<file path="config.mk">
export PLATFORM = sky130hd
export DESIGN_NAME = null_symbol_inserter_flat
export DESIGN_NICKNAME = d
export VERILOG_FILES = /design/src/rtl/null_symbol_inserter_pkg.sv /design/src/rtl/null_symbol_inserter_if.sv /design/src/rtl/null_symbol_inserter_axis_out_reg.sv /design/src/rtl/null_symbol_inserter.sv /design/src/flat_wrapper.sv
export SDC_FILE = /design/constraint.sdc
export NUM_CORES = 1
export LEC_CHECK = 0
export ABC_AREA = 1
export BUFFER_PORTS_ARGS = -buffer_cell sky130_fd_sc_hd__buf_4
export CAP_MARGIN = 5
export CORE_MARGIN = 4
export CORE_UTILIZATION = 60
export CTS_CLUSTER_DIAMETER = 100
export DETAILED_ROUTE_END_ITERATION = 12
export PLACE_DENSITY = 0.89
export REMOVE_ABC_BUFFERS = 1
export SETUP_SLACK_MARGIN = 0.2
export SLEW_MARGIN = 0
export SYNTH_ARGS = -nofsm -noshare
export SYNTH_HDL_FRONTEND = slang
export SYNTH_HIERARCHICAL = 1
export SYNTH_SLANG_ARGS = --single-unit
</file>
<file path="constraint.sdc">
create_clock -name ACLK -period 9.7 [get_ports ACLK]
set_clock_uncertainty 0.05 [all_clocks]
set_input_delay 2.91 -clock ACLK [delete_from_list [all_inputs] [get_ports ACLK]]
set_output_delay 2.91 -clock ACLK [all_outputs]
set_load 0.02 [all_outputs]
</file>
<file path="src/rtl/null_symbol_inserter_pkg.sv">
// Shared types and helpers for the null symbol inserter: FSM state encoding
// and the end-of-run test used by both the null and data counters.
package null_symbol_inserter_pkg;

    typedef enum logic [1:0] {
        ST_IDLE = 2'd0,
        ST_NULL = 2'd1,
        ST_DATA = 2'd2
    } state_e;

    // True when cnt is the index of the final item of a run of length len.
    function automatic logic is_final(input logic [31:0] cnt, input logic [31:0] len);
        return (len != 32'd0) && (cnt == len - 32'd1);
    endfunction

endpackage

</file>
<file path="src/rtl/null_symbol_inserter_if.sv">
// AXI4-Stream sample bus used on both sides of the null symbol inserter.
interface null_symbol_inserter_if #(
    parameter int unsigned DATA_WIDTH = 32
);
    logic [DATA_WIDTH-1:0] tdata;
    logic                  tvalid;
    logic                  tready;
    logic                  tlast;
    logic                  tuser;

    modport master (output tdata, output tvalid, input tready, output tlast, output tuser);
    modport slave  (input tdata, input tvalid, output tready, input tlast, input tuser);
endinterface

</file>
<file path="src/rtl/null_symbol_inserter_axis_out_reg.sv">
// Single-stage AXI4-Stream output register: load overwrites the stage,
// otherwise it holds until the downstream accepts it.
module axis_out_reg #(
    parameter int unsigned DATA_WIDTH = 32
) (
    input  logic                  clk,
    input  logic                  rst,
    input  logic                  load,
    input  logic [DATA_WIDTH-1:0] load_data,
    input  logic                  load_last,
    input  logic                  load_user,
    output logic                  free,
    output logic                  accept,
    output logic                  accept_last,
    null_symbol_inserter_if.master m
);

    logic                  valid_q, valid_d;
    logic [DATA_WIDTH-1:0] data_q, data_d;
    logic                  last_q, last_d;
    logic                  user_q, user_d;

    always_comb begin
        valid_d = valid_q;
        data_d  = data_q;
        last_d  = last_q;
        user_d  = user_q;
        if (load) begin
            valid_d = 1'b1;
            data_d  = load_data;
            last_d  = load_last;
            user_d  = load_user;
        end else if (valid_q && m.tready) begin
            valid_d = 1'b0;
        end
    end

    always_ff @(posedge clk or posedge rst) begin
        if (rst) begin
            valid_q <= 1'b0;
            data_q  <= '0;
            last_q  <= 1'b0;
            user_q  <= 1'b0;
        end else begin
            valid_q <= valid_d;
            data_q  <= data_d;
            last_q  <= last_d;
            user_q  <= user_d;
        end
    end

    assign free        = !valid_q || m.tready;
    assign accept      = valid_q && m.tready;
    assign accept_last = valid_q && m.tready && last_q;

    assign m.tvalid = valid_q;
    assign m.tdata  = data_q;
    assign m.tlast  = last_q;
    assign m.tuser  = user_q;

endmodule

</file>
<file path="src/rtl/null_symbol_inserter.sv">
// Frames a continuous sample stream: a run of null (zero, tuser=1) samples
// followed by frame_len passed-through samples, tlast on the final one.
module null_symbol_inserter
    import null_symbol_inserter_pkg::*;
#(
    parameter int unsigned DATA_WIDTH = 32,
    parameter int unsigned LEN_WIDTH  = 16
) (
    input  logic                 ACLK,
    input  logic                 ARESET,
    input  logic                 cfg_enable,
    input  logic [LEN_WIDTH-1:0] cfg_null_len,
    input  logic [LEN_WIDTH-1:0] cfg_frame_len,
    null_symbol_inserter_if.slave  s_axis,
    null_symbol_inserter_if.master m_axis,
    output logic                 busy,
    output logic [31:0]          frame_count
);

    localparam logic [LEN_WIDTH-1:0] LEN_ONE = LEN_WIDTH'(1);

    state_e                state_q, state_d;
    logic [LEN_WIDTH-1:0]  null_len_q, null_len_d;
    logic [LEN_WIDTH-1:0]  frame_len_q, frame_len_d;
    logic [LEN_WIDTH-1:0]  null_cnt_q, null_cnt_d;
    logic [LEN_WIDTH-1:0]  data_cnt_q, data_cnt_d;
    logic [31:0]           frame_count_q, frame_count_d;

    logic                  out_load, out_last, out_user;
    logic [DATA_WIDTH-1:0] out_data;
    logic                  out_free, out_accept, out_accept_last;
    logic                  s_ready, start_ok, data_final;
    logic                  unused_s;

    assign unused_s = ^{s_axis.tlast, s_axis.tuser};
    assign start_ok = cfg_enable && (cfg_frame_len != '0);

    always_comb begin
        state_d       = state_q;
        null_len_d    = null_len_q;
        frame_len_d   = frame_len_q;
        null_cnt_d    = null_cnt_q;
        data_cnt_d    = data_cnt_q;
        frame_count_d = frame_count_q;
        out_load      = 1'b0;
        out_data      = '0;
        out_last      = 1'b0;
        out_user      = 1'b0;
        s_ready       = 1'b0;
        data_final    = is_final(32'(data_cnt_q), 32'(frame_len_q));

        unique case (state_q)
            ST_IDLE: begin
                if (start_ok) begin
                    null_len_d  = cfg_null_len;
                    frame_len_d = cfg_frame_len;
                    null_cnt_d  = '0;
                    data_cnt_d  = '0;
                    state_d     = (cfg_null_len != '0) ? ST_NULL : ST_DATA;
                end
            end
            ST_NULL: begin
                if (out_free) begin
                    out_load   = 1'b1;
                    out_user   = 1'b1;
                    null_cnt_d = null_cnt_q + LEN_ONE;
                    if (is_final(32'(null_cnt_q), 32'(null_len_q))) begin
                        data_cnt_d = '0;
                        state_d    = ST_DATA;
                    end
                end
            end
            ST_DATA: begin
                s_ready = out_free && (data_cnt_q < frame_len_q);
                if (s_ready && s_axis.tvalid) begin
                    out_load   = 1'b1;
                    out_data   = s_axis.tdata;
                    out_last   = data_final;
                    data_cnt_d = data_cnt_q + LEN_ONE;
                    // Boundary: re-arm straight away so the next frame loads
                    // behind the last sample without a bubble.
                    if (data_final && start_ok) begin
                        null_len_d  = cfg_null_len;
                        frame_len_d = cfg_frame_len;
                        null_cnt_d  = '0;
                        data_cnt_d  = '0;
                        state_d     = (cfg_null_len != '0) ? ST_NULL : ST_DATA;
                    end
                end else if ((data_cnt_q == frame_len_q) && out_accept) begin
                    state_d = ST_IDLE;
                end
            end
            default: state_d = ST_IDLE;
        endcase

        if (out_accept_last) frame_count_d = frame_count_q + 32'd1;
    end

    always_ff @(posedge ACLK or posedge ARESET) begin
        if (ARESET) begin
            state_q       <= ST_IDLE;
            null_len_q    <= '0;
            frame_len_q   <= '0;
            null_cnt_q    <= '0;
            data_cnt_q    <= '0;
            frame_count_q <= '0;
        end else begin
            state_q       <= state_d;
            null_len_q    <= null_len_d;
            frame_len_q   <= frame_len_d;
            null_cnt_q    <= null_cnt_d;
            data_cnt_q    <= data_cnt_d;
            frame_count_q <= frame_count_d;
        end
    end

    axis_out_reg #(.DATA_WIDTH(DATA_WIDTH)) u_out_reg (
        .clk         (ACLK),
        .rst         (ARESET),
        .load        (out_load),
        .load_data   (out_data),
        .load_last   (out_last),
        .load_user   (out_user),
        .free        (out_free),
        .accept      (out_accept),
        .accept_last (out_accept_last),
        .m           (m_axis)
    );

    assign s_axis.tready = s_ready;
    assign busy          = (state_q != ST_IDLE);
    assign frame_count   = frame_count_q;

endmodule

</file>
<file path="src/flat_wrapper.sv">
// flat-port wrapper written by rule: the top's interface ports become plain ports
module null_symbol_inserter_flat import null_symbol_inserter_pkg::*;
#(
    parameter int unsigned DATA_WIDTH = 32,
    parameter int unsigned LEN_WIDTH  = 16
)
  (ACLK, ARESET, cfg_enable, cfg_null_len, cfg_frame_len, busy, frame_count, s_axis_tdata, s_axis_tvalid, s_axis_tready, s_axis_tlast, s_axis_tuser, m_axis_tdata, m_axis_tvalid, m_axis_tready, m_axis_tlast, m_axis_tuser);
  null_symbol_inserter_if #(.DATA_WIDTH(DATA_WIDTH)) s_axis_i ();
  null_symbol_inserter_if #(.DATA_WIDTH(DATA_WIDTH)) m_axis_i ();
  input  logic ACLK;
  input  logic ARESET;
  input  logic cfg_enable;
  input  logic [LEN_WIDTH-1:0] cfg_null_len;
  input  logic [LEN_WIDTH-1:0] cfg_frame_len;
  output logic busy;
  output logic [31:0] frame_count;
  input wire logic [$bits(s_axis_i.tdata)-1:0] s_axis_tdata;
  input wire logic [$bits(s_axis_i.tvalid)-1:0] s_axis_tvalid;
  output wire logic [$bits(s_axis_i.tready)-1:0] s_axis_tready;
  input wire logic [$bits(s_axis_i.tlast)-1:0] s_axis_tlast;
  input wire logic [$bits(s_axis_i.tuser)-1:0] s_axis_tuser;
  output wire logic [$bits(m_axis_i.tdata)-1:0] m_axis_tdata;
  output wire logic [$bits(m_axis_i.tvalid)-1:0] m_axis_tvalid;
  input wire logic [$bits(m_axis_i.tready)-1:0] m_axis_tready;
  output wire logic [$bits(m_axis_i.tlast)-1:0] m_axis_tlast;
  output wire logic [$bits(m_axis_i.tuser)-1:0] m_axis_tuser;
  assign s_axis_i.tdata = s_axis_tdata;
  assign s_axis_i.tvalid = s_axis_tvalid;
  assign s_axis_tready = s_axis_i.tready;
  assign s_axis_i.tlast = s_axis_tlast;
  assign s_axis_i.tuser = s_axis_tuser;
  assign m_axis_tdata = m_axis_i.tdata;
  assign m_axis_tvalid = m_axis_i.tvalid;
  assign m_axis_i.tready = m_axis_tready;
  assign m_axis_tlast = m_axis_i.tlast;
  assign m_axis_tuser = m_axis_i.tuser;
  null_symbol_inserter #(.DATA_WIDTH(DATA_WIDTH), .LEN_WIDTH(LEN_WIDTH)) u_core (.ACLK(ACLK), .ARESET(ARESET), .cfg_enable(cfg_enable), .cfg_null_len(cfg_null_len), .cfg_frame_len(cfg_frame_len), .s_axis(s_axis_i), .m_axis(m_axis_i), .busy(busy), .frame_count(frame_count));
endmodule
</file>
==> results.cfg, run 1 <==
[run_status]
status = finished, final reports clean

[die]
die-area_um2 = 16600
ios = 140
placementRows = 43
start_util_pct = 62.1
core-area_um2 = 14100
die_w_um = 129
die_h_um = 129

[clock_network]
cts_tree = done
cts_hold_buf = 0
clockRootBuffer = clkbuf_16
post_cts_buffers = 0
insertion_delay_ns = 0.42
cts_max_path_buffers = 2
cts.sinks = 133
clk_pin_slew_worst_paths_ns = 0.06
cts-resized-gates = 0
htreeDepth = 4
cts_buffers = 17

[placement]
io_buffer_count = 137
dp.final_hpwl_um = 16200
gp_congestion = 0.956

[yosys]
ys_seq_area_share_pct = 38.0
async_flop_share_pct = 100
syn_inst = 1229
synth_common_cells = nand2_1, inv_1, nor2_1
yosysTopAreaCell = dfrtp_1
ys.flop_type = dfrtp_1
yosysUniqueCellTypes = 35
yosysWarnings = 6
avgSynthCellArea_um2 = 7.13
synth.most_common_cell = nand2_1
synth_area_um2 = 8760
ys_ff_latch = 133
synthXorXnorAreaFrac_pct = 6.50
synthMuxAreaShare_pct = 0
synth.area.top_cells = dfrtp_1, nand2_1, inv_1, nor2_1, xor2_1
synth_top_family_by_area = simple AND/OR/NAND/NOR gates
synth_top_area_share_pct = 38.0
synth_edf_count = 0
synthSimpleGateAreaFrac_pct = 34.2
synthAdderAreaFrac_pct = 3.71
synth_compound_area_share_pct = 7.33

[power_and_ir_drop]
p_int_mw = 1.39
power_frac_seq_pct = 31.5
pwr-share-clk_pct = 24.0
swShare_pct = 45.5
p_leak_nw = 5.64
ir_drop_mv = 0.172
p_per_area_nw_per_um2 = 246
p_comb_share_pct = 44.5
power.switching_mw = 1.16

[finish]
antenna_cells = 0
nets = 1454
area_growth_pct = 18.6
drive_gt1_share_pct = 18.0
fin_util_pct = 73.7
fillCellCount = 1097

[routing]
wl_per_cell_um = 14.4
dr.pass1.iters = 5
vias = 8305
finalWirelength_um = 22300
wl_met2_um = 11000
detail-route-antenna-nets = 0
met1_length_um = 9140
drcViolationCount = 0
vias_per_cell = 5.36
dr_wl_met3_um = 1580
top_layer = met4
drt_iter0_drc = 699

[setup_path]
crit_path_end_kind = primary output
crit_type = in2out
cp.arrival_ns = 4.03
worstSetupStartpointType = input port
cp_max_fo = 4
cp.required_ns = 6.74

[grt]
antenna_found_initial = 0
overflow = 0
grt_pass1_wl_um = 37100
grt_use_total_pct = 27.3
grt_pass1_vias = 8113
grt_max_degree = 65

[sta]
finalCritPeriodShare_pct = 72.0
fmax_ghz = 0.143
fin_crit_ns = 6.99
setup_violations = 0
max_slew.worst_pin.slew_ns = 1.02
finalSetupTns_ns = 0
hold_viol = 0
slew_violations = 0
rsz0062_at_grt = no
maxSlewHeadroom_pct = 31.9

[hold_path]
hold_path_class = reg2reg

[flow_run]
maxCapViolCount = 0
critical path: stages:
cell and delay, ns:
buf_4 0.08, inv_1 0.03, nand2_1 0.16, nand3b_1 0.10, a21oi_1 0.24, nand3_1 0.12, nor2_1 0.19, buf_4 0.18
routing by layer:
metal / GRT usage [%] / vias up
met2: 47.2 / 326
met5: 0 / -
met3: 6.68 / 61
met4: 9.33 / 0
met1: 33.4 / 3832
li1: - / 4086
sequential cells by signal, summed over array words and instances, names as in the netlist:
name / cells
u_core/u_out_reg/m.tvalid: 1
u_core/frame_count: 32
u_core/null_len_q: 16
u_core/frame_len_q: 16
u_core/u_out_reg/m.tdata: 32
u_core/u_out_reg/m.tuser: 1
u_core/data_cnt_q: 16
u_core/null_cnt_q: 16
u_core/u_out_reg/m.tlast: 1
u_core/state_q: 2
worst paths after layout:
path / startpoint / end / slack, ns / depth (start not counted)
min in group asynchronous: ARESET / u_core/u_out_reg/m.tdata[9]$_DFFE_PP0P_ / 2.41 / 2
hold reg to reg: u_core/u_out_reg/m.tdata[7]$_DFFE_PP0P_ / u_core/u_out_reg/m.tdata[7]$_DFFE_PP0P_ / 0.42 / 2
max in group asynchronous: ARESET / u_core/frame_len_q[4]$_DFFE_PP0P_ / 5.94 / 3
setup reg to reg: u_core/frame_len_q[11]$_DFFE_PP0P_ / u_core/frame_len_q[14]$_DFFE_PP0P_ / 6.00 / 13
hold / removal: u_core/u_out_reg/m.tdata[7]$_DFFE_PP0P_ / u_core/u_out_reg/m.tdata[7]$_DFFE_PP0P_ / 0.42 / 2
setup / recovery: m_axis_tready / s_axis_tready / 2.71 / 8
power groups by stage:
stage | Combinational, mW | Sequential, mW | Clock (mW)
detailed placement | 1.13 | 0.810 | 0
global route | 1.28 | 0.825 | 0.649
CTS | 1.14 | 0.805 | 0.624
finish | 1.14 | 0.807 | 0.613
floorplan | 0.778 | 0.832 | 0
global placement | 1.09 | 0.808 | 0
layout make-up:
cell class	count	area [um2]	share of cell area [%]
timing repair buffer	141	1060	10.2
multi-input combinational	886	4530	43.7
clock buffer	17	425	4.10
tap	180	225	2.17
clock inverter	15	133	1.28
inverter	178	678	6.53
sequential	133	3330	32.1
cells by family after synthesis:
family	after synthesis
and+or+nand+nor	695
buffers and inverters	210
AOI/OAI and AO/OA	100
DFF	133
xor gates and xnor gates	65
adders and majority gates	26
placed cells by master (no fill, tap or decap), types with 18 or more instances in the layout:
| cell type | netlist | routed |
|---|---|---|
| nand2_1 | 374 | 374 |
| inv_1 | 177 | 176 |
| buf_4 | 3 | 141 |
| nor2_1 | 139 | 139 |
| dfrtp_1 | 133 | 133 |
| nand3_1 | 87 | 87 |
| xor2_1 | 50 | 50 |
| o21ai_2 | 33 | 33 |
| o21ai_1 | 29 | 29 |
| ha_1 | 26 | 26 |
| nand4_1 | 20 | 20 |
| o21ai_0 | 18 | 18 |
metrics by stage:
step	area (um2)	hold WS (ns)	std cells	setup WS [ns]	total power [mW]
floorplan	8530	0.428	1197	2.51	1.61
global route	10400	0.452	1550	2.64	2.75
CTS	10400	0.426	1550	2.75	2.56
global placement	9820	0.406	1518	2.78	1.90
finish	10400	0.423	1550	2.71	2.56
detailed placement	9820	0.409	1518	2.78	1.94
Note: power is estimated with default switching activity, not from simulation.
==> inputs of run 2 (changes only) <==
--- a/config.mk
+++ b/config.mk
@@ -9,10 +9,10 @@
 export BUFFER_PORTS_ARGS = -buffer_cell sky130_fd_sc_hd__buf_4
 export CAP_MARGIN = 5
 export CORE_MARGIN = 4
-export CORE_UTILIZATION = 60
+export CORE_UTILIZATION = 58
 export CTS_CLUSTER_DIAMETER = 100
 export DETAILED_ROUTE_END_ITERATION = 12
-export PLACE_DENSITY = 0.89
+export PLACE_DENSITY = 0.86
 export REMOVE_ABC_BUFFERS = 1
 export SETUP_SLACK_MARGIN = 0.2
 export SLEW_MARGIN = 0
==> constraint.sdc (replaced) <==
create_clock -name ACLK -period 7 [get_ports ACLK]
set_clock_uncertainty 0.05 [all_clocks]
set_input_delay 2.1 -clock ACLK [delete_from_list [all_inputs] [get_ports ACLK]]
set_output_delay 2.1 -clock ACLK [all_outputs]
set_load 0.02 [all_outputs]
==> results.cfg, run 2 (synthesized netlist as in run 1, its figures left out) <==
[placement]
gp_congestion = 0.898
io_buffer_count = 137
dp.final_hpwl_um = 15900
placedCellCount = 1522

[finish]
layout_common_cells = nand2_1, inv_1, buf_4
area_growth_pct = 18.6
antenna_cells = 0
drive_gt1_share_pct = 18.0
final_cells = 1554
final_common_cell = nand2_1
nets = 1454

[power_and_ir_drop]
p_leak_nw = 5.64
ir_drop_mv = 0.256
power.switching_mw = 1.62
p_per_area_nw_per_um2 = 342
p_int_mw = 1.93
power_frac_seq_pct = 31.5
swShare_pct = 45.6
pwr-share-clk_pct = 24.0
p_comb_share_pct = 44.5

[clock_network]
post_cts_buffers = 0
cts.sinks = 133
htreeDepth = 4
cts_tree = done
cts_buffers = 17
cts-resized-gates = 0
insertion_delay_ns = 0.42
clk_pin_slew_worst_paths_ns = 0.06
cts_max_path_buffers = 2
cts_hold_buf = 0
clockRootBuffer = clkbuf_16

[sta]
fmax_ghz = 0.187
hold_viol = 0
finalCritPeriodShare_pct = 76.3
max_slew.worst_pin.slew_ns = 0.994
finalSetupTns_ns = 0
fin_crit_ns = 5.34
slew_violations = 0
setup_violations = 0
maxSlewHeadroom_pct = 33.6
rsz0062_at_grt = no

[grt]
grt_pass1_wl_um = 35400
grt_pass1_vias = 7511
overflow = 0
grt_use_total_pct = 25.7
grt_max_degree = 65
antenna_found_initial = 0

[routing]
detail-route-antenna-nets = 0
drcViolationCount = 0
vias = 8185
finalWirelength_um = 21700
vias_per_cell = 5.27
dr.pass1.iters = 5
drt_iter0_drc = 651
wl_per_cell_um = 14.0

[setup_path]
reg2reg_from = u_core/frame_len_q[11]$_DFFE_PP0P_
crit_type = in2out
crit_path_end_kind = primary output
r2r-end = u_core/null_len_q[4]$_DFFE_PP0P_
cp_max_fo = 4
r2r_cells = 13
worstSetupStartpointType = input port
r2r_slack_ns = 3.34
cp_num_buf_inv = 3
cp_common_cell = buf_4
crit_path_cell_trace = buf_4 -> inv_1 -> nand2_1 -> nand3b_1 -> a21oi_1 -> nand3_1 -> nor2_1 -> buf_4
cp.required_ns = 4.85
max_stage_delay_ns = 0.22
cp_slowest_cell = a21oi_1
cp.arrival_ns = 3.19
cp_top_family = simple AND/OR/NAND/NOR gates
timing.critical_path.from = m_axis_tready

[die]
placementRows = 44
die-area_um2 = 17100
die_h_um = 131
start_util_pct = 59.8
core-area_um2 = 14600
die_w_um = 131
ios = 140

[hold_path]
hold_path_class = reg2reg
hold_end = u_core/u_out_reg/m.tdata[4]$_DFFE_PP0P_
hold_depth = 2
hp-start = u_core/u_out_reg/m.tdata[4]$_DFFE_PP0P_

[run_status]
status = finished, final reports clean

[flow_run]
maxCapViolCount = 0
## run 2: stage by stage
step	utilization, %	setup WS, ns	hold WS, ns	power [mW]	cell area [um2]
after CTS	70.9	1.71	0.434	3.55	10400
after global routing	70.9	1.63	0.454	3.81	10400
after floorplan	-	0.623	0.428	2.23	8530
after global placement	67.1	1.71	0.406	2.63	9830
final	70.9	1.66	0.431	3.55	10400
after detailed placement	67.1	1.71	0.414	2.68	9830
## run 2: how the worst max path moves through the flow
stage,endpoint,slack (ns),cells after the start
global route,s_axis_tready,1.63,8
detailed placement,s_axis_tready,1.71,8
CTS,s_axis_tready,1.71,8
floorplan,u_core/u_out_reg/m.tdata[0]$_DFFE_PP0P_,0.62,11
global placement,s_axis_tready,1.71,8
finish,s_axis_tready,1.66,8
## run 2: power by group through the flow
stage                     clock (mW)  sequential (mW)  combinational [mW]
final                          0.852             1.12                1.58
after floorplan                    0             1.15                1.08
after global placement             0             1.12                1.51
after CTS                      0.863             1.12                1.57
after detailed placement           0             1.12                1.56
after global routing           0.904             1.14                1.77
## run 2: worst reg2reg max path: stages (launching register included)
cell      delay (ns)
dfrtp_1         0.49
inv_1           0.08
ha_1            0.31
nand2_1         0.06
nor4_1          0.59
nand2_1         0.16
nand3_1         0.10
nor2_1          0.07
nand2_1         0.06
buf_4           0.36
o21ai_0         0.24
nand3b_4        0.67
nand2_1         0.22
o21ai_2         0.10
## run 2: final cells by class
type | count | area [um2]
fill | 1140 | 4260
clock buffer | 17 | 425
tap | 184 | 230
multi-input combinational | 886 | 4530
clock inverter | 15 | 133
timing repair buffer | 141 | 1060
inverter | 178 | 678
sequential | 133 | 3330
## run 2: per-layer routing
| layer | track usage, % | routed length, um |
|---|---|---|
| met1 | 33.4 | 9280 |
| met2 | 42.2 | 10500 |
| met3 | 6.87 | 1540 |
| met4 | 7.68 | 393 |
| met5 | 0 | 0 |
